==> config.mk <==
export PLATFORM = sky130hd
export DESIGN_NAME = educore_mem_bridge_flat
export DESIGN_NICKNAME = d
export VERILOG_FILES = /design/src/rtl/educore_mem_pkg.sv /design/src/rtl/educore_mem_bridge_if.sv /design/src/rtl/educore_lane_align.sv /design/src/rtl/educore_mem_bridge.sv /design/src/flat_wrapper.sv
export SDC_FILE = /design/constraint.sdc
export NUM_CORES = 1
export LEC_CHECK = 0
export CAP_MARGIN = 0
export CORE_AREA = 4 4 173 175
export CTS_CLUSTER_SIZE = 16
export DETAILED_ROUTE_END_ITERATION = 8
export DIE_AREA = 0 0 177 179
export REMOVE_ABC_BUFFERS = 1
export SYNTH_ARGS = -nofsm -noshare
export SYNTH_HDL_FRONTEND = slang
export SYNTH_SLANG_ARGS = --single-unit
==> constraint.sdc <==
create_clock -name clk -period 2.85 [get_ports clk]
set_input_delay 0.57 -clock clk [delete_from_list [all_inputs] [get_ports clk]]
set_output_delay 0.57 -clock clk [all_outputs]
set_load 0.05 [all_outputs]
==> src/rtl/educore_mem_pkg.sv <==
// Shared types for the Educore memory bridge: FSM state,
// access-size codes and the unshifted byte-mask helper.
package educore_mem_pkg;

  localparam int XLEN = 64;

  typedef enum logic [2:0] {
    IDLE,
    DATA,
    INSTR,
    ICAP,
    DCAP,
    STEP
  } state_t;

  localparam logic [1:0] SZ_B = 2'd0;
  localparam logic [1:0] SZ_H = 2'd1;
  localparam logic [1:0] SZ_W = 2'd2;
  localparam logic [1:0] SZ_D = 2'd3;

  // One bit per byte touched by an access of size s, lane 0.
  function automatic logic [7:0] size_mask(input logic [1:0] s);
    logic [7:0] m;
    case (s)
      SZ_B:    m = 8'h01;
      SZ_H:    m = 8'h03;
      SZ_W:    m = 8'h0F;
      default: m = 8'hFF;
    endcase
    return m;
  endfunction

endpackage

==> src/rtl/educore_mem_bridge_if.sv <==
// Unified 64-bit memory port. master = bridge, slave = memory.
// Signals: mem_en, mem_we, mem_wa, mem_be, mem_wdata, mem_rdata.
interface educore_mem_bridge_if
  import educore_mem_pkg::*;
#(
  parameter int ADDR_W = 16
) ();

  logic              mem_en;
  logic              mem_we;
  logic [ADDR_W-4:0] mem_wa;
  logic [7:0]        mem_be;
  logic [XLEN-1:0]   mem_wdata;
  logic [XLEN-1:0]   mem_rdata;

  modport master (
    output mem_en, mem_we, mem_wa, mem_be, mem_wdata,
    input  mem_rdata
  );

  modport slave (
    input  mem_en, mem_we, mem_wa, mem_be, mem_wdata,
    output mem_rdata
  );

endinterface

==> src/rtl/educore_lane_align.sv <==
// Combinational byte-lane steering for one data access.
// In: size, lane, wdata, rdata. Out: be, wdata_sh, rdata_ext, misaligned.
module educore_lane_align
  import educore_mem_pkg::*;
(
  input  logic [1:0]      size,
  input  logic [2:0]      lane,
  input  logic [XLEN-1:0] wdata,
  input  logic [XLEN-1:0] rdata,
  output logic [7:0]      be,
  output logic [XLEN-1:0] wdata_sh,
  output logic [XLEN-1:0] rdata_ext,
  output logic            misaligned
);

  logic [7:0]      mask;
  logic [2:0]      amask;
  logic [XLEN-1:0] rsh;
  logic [XLEN-1:0] keep;

  always_comb begin
    mask     = size_mask(size);
    // Low address bits that must be zero: 0, 1, 3 or 7.
    amask    = {mask[7], mask[3], mask[1]};
    be       = mask << lane;
    wdata_sh = wdata << {lane, 3'b000};
    rsh      = rdata >> {lane, 3'b000};
    keep     = '0;
    for (int i = 0; i < 8; i++) begin
      keep[i*8 +: 8] = {8{mask[i]}};
    end
    rdata_ext  = rsh & keep;
    misaligned = (lane & amask) != 3'd0;
  end

endmodule

==> src/rtl/educore_mem_bridge.sv <==
// Serialises Educore data access and fetch onto one 64-bit memory port.
// Ports: clk, nreset, core request/result ports, mem (master), align_err.
module educore_mem_bridge
  import educore_mem_pkg::*;
#(
  parameter int ADDR_W = 16
) (
  input  logic        clk,
  input  logic        nreset,
  output logic        core_clk_en,
  input  logic        instruction_memory_en,
  input  logic [63:0] instruction_memory_a,
  output logic [31:0] instruction_memory_v,
  input  logic [63:0] data_memory_a,
  input  logic [1:0]  data_memory_s,
  input  logic        data_memory_read,
  input  logic        data_memory_write,
  input  logic [63:0] data_memory_out_v,
  output logic [63:0] data_memory_in_v,
  educore_mem_bridge_if.master mem,
  output logic        align_err
);

  state_t state;
  state_t state_nx;

  logic        acc;
  logic        ld;
  logic        fetch;
  logic        i_mis;
  logic [7:0]  d_be;
  logic [63:0] d_wd;
  logic [63:0] d_rd;
  logic        d_mis;
  logic        unused_hi;

  assign acc   = data_memory_read | data_memory_write;
  // Read+write together is a store only.
  assign ld    = data_memory_read & ~data_memory_write;
  assign fetch = instruction_memory_en;
  assign i_mis = |instruction_memory_a[1:0];

  assign unused_hi = ^{data_memory_a[63:ADDR_W],
                       instruction_memory_a[63:ADDR_W]};

  educore_lane_align u_align (
    .size       (data_memory_s),
    .lane       (data_memory_a[2:0]),
    .wdata      (data_memory_out_v),
    .rdata      (mem.mem_rdata),
    .be         (d_be),
    .wdata_sh   (d_wd),
    .rdata_ext  (d_rd),
    .misaligned (d_mis)
  );

  always_ff @(posedge clk) begin
    if (!nreset) state <= IDLE;
    else         state <= state_nx;
  end

  always_comb begin
    state_nx = state;
    unique case (state)
      IDLE: begin
        if (acc)        state_nx = DATA;
        else if (fetch) state_nx = INSTR;
        else            state_nx = STEP;
      end
      DATA: begin
        if (fetch)   state_nx = INSTR;
        else if (ld) state_nx = DCAP;
        else         state_nx = STEP;
      end
      INSTR:   state_nx = ICAP;
      ICAP:    state_nx = STEP;
      DCAP:    state_nx = STEP;
      STEP:    state_nx = IDLE;
      default: state_nx = IDLE;
    endcase
  end

  // Port drive is gated by nreset so a reset landing mid-access
  // cannot commit a write at the reset edge.
  always_comb begin
    core_clk_en   = (state == STEP);
    mem.mem_en    = 1'b0;
    mem.mem_we    = 1'b0;
    mem.mem_wa    = '0;
    mem.mem_be    = '0;
    mem.mem_wdata = '0;
    if (nreset) begin
      if (state == DATA && !d_mis) begin
        mem.mem_en = 1'b1;
        mem.mem_we = data_memory_write;
        mem.mem_wa = data_memory_a[ADDR_W-1:3];
        mem.mem_be = d_be;
        if (data_memory_write) mem.mem_wdata = d_wd;
      end else if (state == INSTR && !i_mis) begin
        mem.mem_en = 1'b1;
        mem.mem_wa = instruction_memory_a[ADDR_W-1:3];
        mem.mem_be = instruction_memory_a[2] ? 8'hF0 : 8'h0F;
      end
    end
  end

  always_ff @(posedge clk) begin
    if (!nreset) begin
      instruction_memory_v <= '0;
      data_memory_in_v     <= '0;
      align_err            <= 1'b0;
    end else begin
      // Load data lands while the fetch is issued, or in DCAP.
      if ((state == INSTR && ld) || state == DCAP) begin
        data_memory_in_v <= d_mis ? 64'd0 : d_rd;
      end
      if (state == ICAP) begin
        if (i_mis)
          instruction_memory_v <= '0;
        else if (instruction_memory_a[2])
          instruction_memory_v <= mem.mem_rdata[63:32];
        else
          instruction_memory_v <= mem.mem_rdata[31:0];
      end
      if ((state == DATA && d_mis) || (state == INSTR && i_mis)) begin
        align_err <= 1'b1;
      end
    end
  end

endmodule

==> src/flat_wrapper.sv <==
// flat-port wrapper written by rule: the top's interface ports become plain ports
module educore_mem_bridge_flat import educore_mem_pkg::*;
#(
  parameter int ADDR_W = 16
)
  (clk, nreset, core_clk_en, instruction_memory_en, instruction_memory_a, instruction_memory_v, data_memory_a, data_memory_s, data_memory_read, data_memory_write, data_memory_out_v, data_memory_in_v, align_err, mem_mem_en, mem_mem_we, mem_mem_wa, mem_mem_be, mem_mem_wdata, mem_mem_rdata);
  educore_mem_bridge_if #(.ADDR_W(ADDR_W)) mem_i ();
  input  logic clk;
  input  logic nreset;
  output logic core_clk_en;
  input  logic instruction_memory_en;
  input  logic [63:0] instruction_memory_a;
  output logic [31:0] instruction_memory_v;
  input  logic [63:0] data_memory_a;
  input  logic [1:0] data_memory_s;
  input  logic data_memory_read;
  input  logic data_memory_write;
  input  logic [63:0] data_memory_out_v;
  output logic [63:0] data_memory_in_v;
  output logic align_err;
  output wire logic [$bits(mem_i.mem_en)-1:0] mem_mem_en;
  output wire logic [$bits(mem_i.mem_we)-1:0] mem_mem_we;
  output wire logic [$bits(mem_i.mem_wa)-1:0] mem_mem_wa;
  output wire logic [$bits(mem_i.mem_be)-1:0] mem_mem_be;
  output wire logic [$bits(mem_i.mem_wdata)-1:0] mem_mem_wdata;
  input wire logic [$bits(mem_i.mem_rdata)-1:0] mem_mem_rdata;
  assign mem_mem_en = mem_i.mem_en;
  assign mem_mem_we = mem_i.mem_we;
  assign mem_mem_wa = mem_i.mem_wa;
  assign mem_mem_be = mem_i.mem_be;
  assign mem_mem_wdata = mem_i.mem_wdata;
  assign mem_i.mem_rdata = mem_mem_rdata;
  educore_mem_bridge #(.ADDR_W(ADDR_W)) u_core (.clk(clk), .nreset(nreset), .core_clk_en(core_clk_en), .instruction_memory_en(instruction_memory_en), .instruction_memory_a(instruction_memory_a), .instruction_memory_v(instruction_memory_v), .data_memory_a(data_memory_a), .data_memory_s(data_memory_s), .data_memory_read(data_memory_read), .data_memory_write(data_memory_write), .data_memory_out_v(data_memory_out_v), .data_memory_in_v(data_memory_in_v), .mem(mem_i), .align_err(align_err));
endmodule
==> out/results.tsv, run 1 <==
stage	metric	value	unit
critical_path	CP max stage cell	or4_4	
route	final wirelength	38.2	mm
cts	CTS Hold Bufs	0	
sta	clk_skew	0.00745	ns
power	VDD IR max	303	uV
grt	initial antenna violation count	0	
die	Die Width	177	um
synth	Synth top area share	0.259	
critical_path	Top delay family on crit path	compound AO/OA/AOI/OAI gates	
grt	vias in the first global route	9275	
sta	final worst path period need	2.85	ns
critical_path	critical path capture point type	output port	
sta	setup violators final	0	
die	core area	0.0285	mm^2
flow_run	# Max-Cap Violations	0	
die	initial core utilization	0.271	
sta	worst setup margin	0.00455	ns
synth	Post-Synthesis Cells	947	
sta	RSZ-0062 raised after global routing	true	
synth	Synth Area in XOR/XNOR	0	
route	ANT nets after route	0	
synth	ranking of synthesized cells by area	dfxtp_1 26%, mux2i_1 16%, mux2_2 8.0%, a22oi_1 6.0%, nand2_1 5.2%	
sta	max frequency	351	MHz
synth	Synth Area in Adders	0	
placement	Post-DP HPWL	28.6	mm
cts	clock tree buffer depth	2	
synth	multiplexer area fraction after synthesis	0.278	
critical_path	critical-path cell list	buf_12 -> a211o_1 -> a211o_4 -> or4_4 -> a21oi_2 -> buf_4 -> buf_12	
die	I/O pin cnt	448	
placement	number of port buffers	351	
synth	Commonest cells post-synth	123 x mux2i_1, 107 x nand2_1, 100 x dfxtp_1	
synth	sequential element share of the synthesized area	0.259	
power	Power Density	316	mW/mm^2
cts	clock root buffer	clkbuf_16	
route	Avg WL per Cell	22.3	um
placement	GPL Wtd Cong	0.927	
sta	Final period util	0.998	
die	die area	0.0317	mm^2
synth	Synth Area in Simple Gates	0.172	
critical_path	Crit Path Max Fanout	7	
finish	layout cell share with drive strength beyond 1	0.238	
route	via/cell ratio	5.35	
critical_path	Crit path largest cell delay	0.52	ns
route	number of DRC markers in iteration 0	710	
critical_path	most used cell, CP	buf_12	
synth	YS warnings	0	
synth	largest area contributor in the netlist	dfxtp_1	
finish	post-layout net count	1583	
grt	total track usage	0.229	
synth	Mapped Area	0.00772	mm^2
synth	compound-cell area share of the yosys netlist	0.237	
cts	CTS tree	yes	
sta	Rel. slew slack	0.556	
cts	Sink Count	100	
critical_path	FF-to-FF setup slack	0.99	ns
critical_path	critical path class	in -> out	
route	final routed DRC violation total	0	
critical_path	crit path DAT	2.28	ns
synth	asr flop ratio synth	0	
finish	Diodes inserted	0	
route	DR pass1 iterations	5	
grt	grt total ovfl	0	
sta	endpoints failing hold	0	
route	DR vias	9135	
critical_path	critical path launch point type	input pin	
synth	Post-synth EDFFs	0	
sta	worst slew pin tran	0.665	ns
cts	H-Tree Depth	3	
cts	clock-pin slew of the registers on the worst-case setup and hold paths	0.07	ns
finish	FILL cells	2741	
die	FP Rows	62	
power	leakage	5.21	nW
cts	total CTS buffers	9	
synth	main combinational cell family by area after synthesis	multiplexers	
critical_path	Buf/Inv on CP	3	
grt	global-route wire length before repair	56.5	mm
die	Die Ht	179	um
outcome	status	complete, no violations	
sta	Max Slew Vio Count	0	
synth	Synth Register Bits	100	
power	Design Power	0.00430	W
synth	top-count cell post-synth	mux2i_1	
placement	dpl ws	-0.461	ns
grt	largest net degree at the start of global routing	58	
finish	Area growth, synth to finish	76.0	%
critical_path	CP required	2.28	ns
hold_path	HP Class	reg -> reg	
synth	main flop type after synthesis	dfxtp_1	
synth	Unique masters post-synth	48	
synth	Avg Cell Area, Syn	8.15	um^2
cts	clock latency on the worst-skew pair	0.35	ns
==> metrics by stage <==
| stage | instances | hold slack [ns] | util | TNS, ns | instance area [um^2] |
|---|---|---|---|---|---|
| finish | 1709 | 0.451 | 0.477 | 0 | 13600 |
| global route | 1709 | 0.478 | 0.477 | -0.0559 | 13600 |
| CTS | 1707 | 0.455 | 0.473 | -0.0226 | 13500 |
| detailed placement | 1690 | 0.444 | 0.460 | -11.22 | 13100 |
| global placement | 1690 | 0.440 | 0.460 | -9.61 | 13100 |
| floorplan | 854 | 0.556 | - | -58.51 | 7320 |
==> cell type report <==
type | instances | area [um^2] | area share
inverter | 7 | 26.3 | 0.00193
clock inverter | 5 | 61.3 | 0.00451
timing repair buffer | 455 | 5340 | 0.393
multi-input combinational | 747 | 5430 | 0.400
tap | 384 | 480 | 0.0354
sequential | 100 | 2000 | 0.147
clock buffer | 11 | 243 | 0.0179
==> flip-flops by register name, indices dropped and copies added, names as in the netlist <==
name,cells
u_core.data_memory_in_v,64
u_core.instruction_memory_v,32
u_core.state,3
u_core.align_err,1
==> where the power goes <==
part	switching, W	internal (W)	total (W)
registers	0.0000177	0.00142	0.00144
logic	0.000850	0.000734	0.00158
clock network	0.000568	0.000708	0.00128
total	0.00144	0.00286	0.00430
==> tightest hold or removal path, delay by kind of cell, from the launching register on <==
family | cells | cell delay (ns)
DFF | 1 | 0.31
and+or+nand+nor | 1 | 0.05
AOI/OAI and AO/OA | 1 | 0.05
==> cells by family after synthesis <==
kind of cell,Yosys count
DFF,100
muxes,191
and+or+nand+nor,297
AOI/OAI and AO/OA,259
buffers and inverters,100
==> path summary, 6_finish.rpt <==
| kind | endpoint | from | cells after the start |
|---|---|---|---|
| worst max-delay path | mem_mem_be[2] | data_memory_a[0] | 7 |
| worst min-delay path | u_core.data_memory_in_v[39] | u_core.data_memory_in_v[39] | 2 |
| worst max register to register | u_core.data_memory_in_v[52] | u_core.state[2] | 5 |
| worst min register to register | u_core.data_memory_in_v[39] | u_core.data_memory_in_v[39] | 2 |
==> what timing repair did <==
item | in CTS | in global routing
endpoints found under the setup margin | 78 | 22
cloned | 0 | 1
buffers inserted | 1 | 1
gates resized for setup | 17 | 19
pin swaps | 5 | 7
==> cells in the final DEF (no fill, tap or decap), types with 5 or more instances in the layout <==
master	n
clkdlybuf4s50_1	258
mux2i_1	122
nand2_1	107
buf_12	100
dfxtp_1	100
buf_4	91
nor2_1	86
a21oi_1	67
a22oi_1	61
mux2_2	55
nand3_1	37
o2bb2ai_1	37
o21ai_0	20
a32o_1	18
and2_1	15
mux4_2	13
clkbuf_16	10
nor3_1	8
a221o_1	8
a31oi_1	7
o22ai_1	7
nand2b_1	6
nor2_2	5
a211oi_1	5
a21oi_2	5
and3_1	5
==> per-layer routing <==
layer  global-route usage  wire length, um  up-vias
met2                0.393            18300      409
met5                    0                0        -
met1                0.283            15400     4405
met3               0.0622             3600       47
li1                     -                -     4274
met4               0.0622              880        0
(Power assumes the default switching activity.)
==> run 2: changes to the inputs <==
--- a/config.mk
+++ b/config.mk
@@ -5,12 +5,13 @@
 export SDC_FILE = /design/constraint.sdc
 export NUM_CORES = 1
 export LEC_CHECK = 0
-export CAP_MARGIN = 0
+export CAP_MARGIN = 5
 export CORE_AREA = 4 4 173 175
 export CTS_CLUSTER_SIZE = 16
 export DETAILED_ROUTE_END_ITERATION = 8
 export DIE_AREA = 0 0 177 179
 export REMOVE_ABC_BUFFERS = 1
+export SKIP_CTS_REPAIR_TIMING = 1
 export SYNTH_ARGS = -nofsm -noshare
 export SYNTH_HDL_FRONTEND = slang
 export SYNTH_SLANG_ARGS = --single-unit
==> run 2 against run 1 <==
Against the previous run: power rose by 0.13%; the flow now finishes with violations (negative setup slack); clock skew rose by 0.0013 ns; wire length rose by 0.71%; cell count did not move.
==> out/results.tsv, run 2 (same netlist as run 1, synthesis figures left out) <==
stage	metric	value	unit	change
finish	Diodes inserted	0		unchanged
cts	total CTS buffers	9		unchanged
flow_run	# Max-Cap Violations	0		unchanged
sta	final worst path period need	2.86	ns	+0.0186 ns
critical_path	CP required	2.28	ns	about the same
placement	number of port buffers	351		unchanged
placement	dpl ws	-0.461	ns	unchanged
placement	GPL Wtd Cong	0.927		unchanged
die	I/O pin cnt	448		unchanged
sta	worst slew pin tran	0.667	ns	+0.00171 ns
grt	initial antenna violation count	0		unchanged
finish	layout cell share with drive strength beyond 1	0.237		-0.000755
route	final wirelength	38.5	mm	+0.71%
critical_path	most used cell, CP	buf_12		
die	Die Width	177	um	unchanged
outcome	status	finished, violations left		
placement	dpl cell area	0.0131	mm^2	unchanged
route	via/cell ratio	5.39		+0.80%
finish	most frequent cells in the layout	258 x clkdlybuf4s50_1, 123 x mux2i_1, 107 x nand2_1		
grt	vias in the first global route	9302		+0.29%
finish	Largest register FFs	64		unchanged
sta	RSZ-0062 raised after global routing	true		
critical_path	critical path class	in -> out		
cts	clock latency on the worst-skew pair	0.35	ns	about the same
die	Die Ht	179	um	unchanged
finish	post-layout net count	1583		unchanged
grt	total track usage	0.229		about the same
critical_path	critical-path cell list	buf_12 -> a211o_1 -> a211o_4 -> or4_4 -> a21oi_2 -> buf_4 -> buf_12		
finish	final instance area	0.0136	mm^2	about the same
outcome	violations in the final reports	negative setup slack		
sta	worst setup margin	-0.0141	ns	-0.0186 ns
cts	H-Tree Depth	3		unchanged
finish	Area growth, synth to finish	76.2	%	about the same
power	leakage	5.22	nW	+0.31%
route	final routed DRC violation total	0		unchanged
critical_path	critical path capture point type	output port		
grt	largest net degree at the start of global routing	58		unchanged
finish	Biggest register	u_core.data_memory_in_v		
cts	clock root buffer	clkbuf_16		
route	Avg WL per Cell	22.5	um	+0.71%
power	Power Density	317	mW/mm^2	about the same
finish	most common cell after layout, fill and taps aside	clkdlybuf4s50_1		
route	DR vias	9208		+0.80%
critical_path	Crit Path Max Fanout	7		unchanged
sta	max frequency	349	MHz	-0.65%
critical_path	critical path launch point type	input pin		
route	ANT nets after route	0		unchanged
critical_path	CP max stage cell	or4_4		
sta	setup violators final	1		+1
die	initial core utilization	0.271		unchanged
die	FP Rows	62		unchanged
sta	endpoints failing hold	0		unchanged
critical_path	crit path DAT	2.29	ns	about the same
die	die area	0.0317	mm^2	unchanged
route	number of DRC markers in iteration 0	683		-3.8%
cts	Sink Count	100		unchanged
cts	CTS tree	yes		
sta	clk_skew	0.00880	ns	+0.00135 ns
sta	Rel. slew slack	0.555		-0.00114
grt	grt total ovfl	0		unchanged
finish	Top Registers	u_core.data_memory_in_v (64), u_core.instruction_memory_v (32), u_core.state (3)		
placement	Post-DP HPWL	28.6	mm	unchanged
hold_path	HP Class	reg -> reg		
critical_path	Crit path largest cell delay	0.49	ns	-0.03 ns
sta	Final period util	1.00		+0.00653
cts	clock-pin slew of the registers on the worst-case setup and hold paths	0.07	ns	about the same
power	VDD IR max	307	uV	+1.5%
sta	Max Slew Vio Count	0		unchanged
cts	clock tree buffer depth	2		unchanged
grt	global-route wire length before repair	56.5	mm	-0.12%
route	DR pass1 iterations	5		unchanged
die	core area	0.0285	mm^2	unchanged
run 2: area by class of cell:
type | instances | area, um^2
timing repair buffer | 455 | 5350
clock inverter | 5 | 61.3
clock buffer | 11 | 243
fill | 2734 | 14900
tap | 384 | 480
sequential | 100 | 2000
multi-input combinational | 747 | 5430
inverter | 7 | 26.3
run 2: per-stage QoR:
step	hold slack [ns]	std cells	util	TNS [ns]	power, W
after global routing	0.478	1709	0.478	-0.0591	0.00450
after global placement	0.440	1690	0.460	-9.61	0.00301
after detailed placement	0.444	1690	0.460	-11.22	0.00302
after CTS	0.455	1706	0.471	-11.83	0.00431
final	0.452	1709	0.478	-0.0141	0.00430
after floorplan	0.556	854	-	-58.51	0.00216
run 2: layer usage:
layer | global-route usage | share of wire
met5 | 0 | 0
met4 | 0.0648 | 0.023
met3 | 0.0624 | 0.095
met2 | 0.394 | 0.48
met1 | 0.281 | 0.40
run 2: final timing paths:
check             slack (ns)  cells past startpoint                         from                          end
setup / recovery       -0.01                      7             data_memory_a[2]                mem_mem_be[2]
hold / removal          0.45                      2  u_core.data_memory_in_v[39]  u_core.data_memory_in_v[39]
hold reg to reg         0.45                      2  u_core.data_memory_in_v[39]  u_core.data_memory_in_v[39]
setup reg to reg        0.99                      5              u_core.state[2]  u_core.data_memory_in_v[52]
run 2: power breakdown:
part / internal, W / switching, W
logic: 0.000735 / 0.000853
clock network: 0.000708 / 0.000571
registers: 0.00142 / 0.0000174
run 2: worst max-delay path, delay by kind of cell:
family,cells,cell delay [ns]
simple gates,1,0.49
buf+inv,3,0.36
compound gates,3,0.85
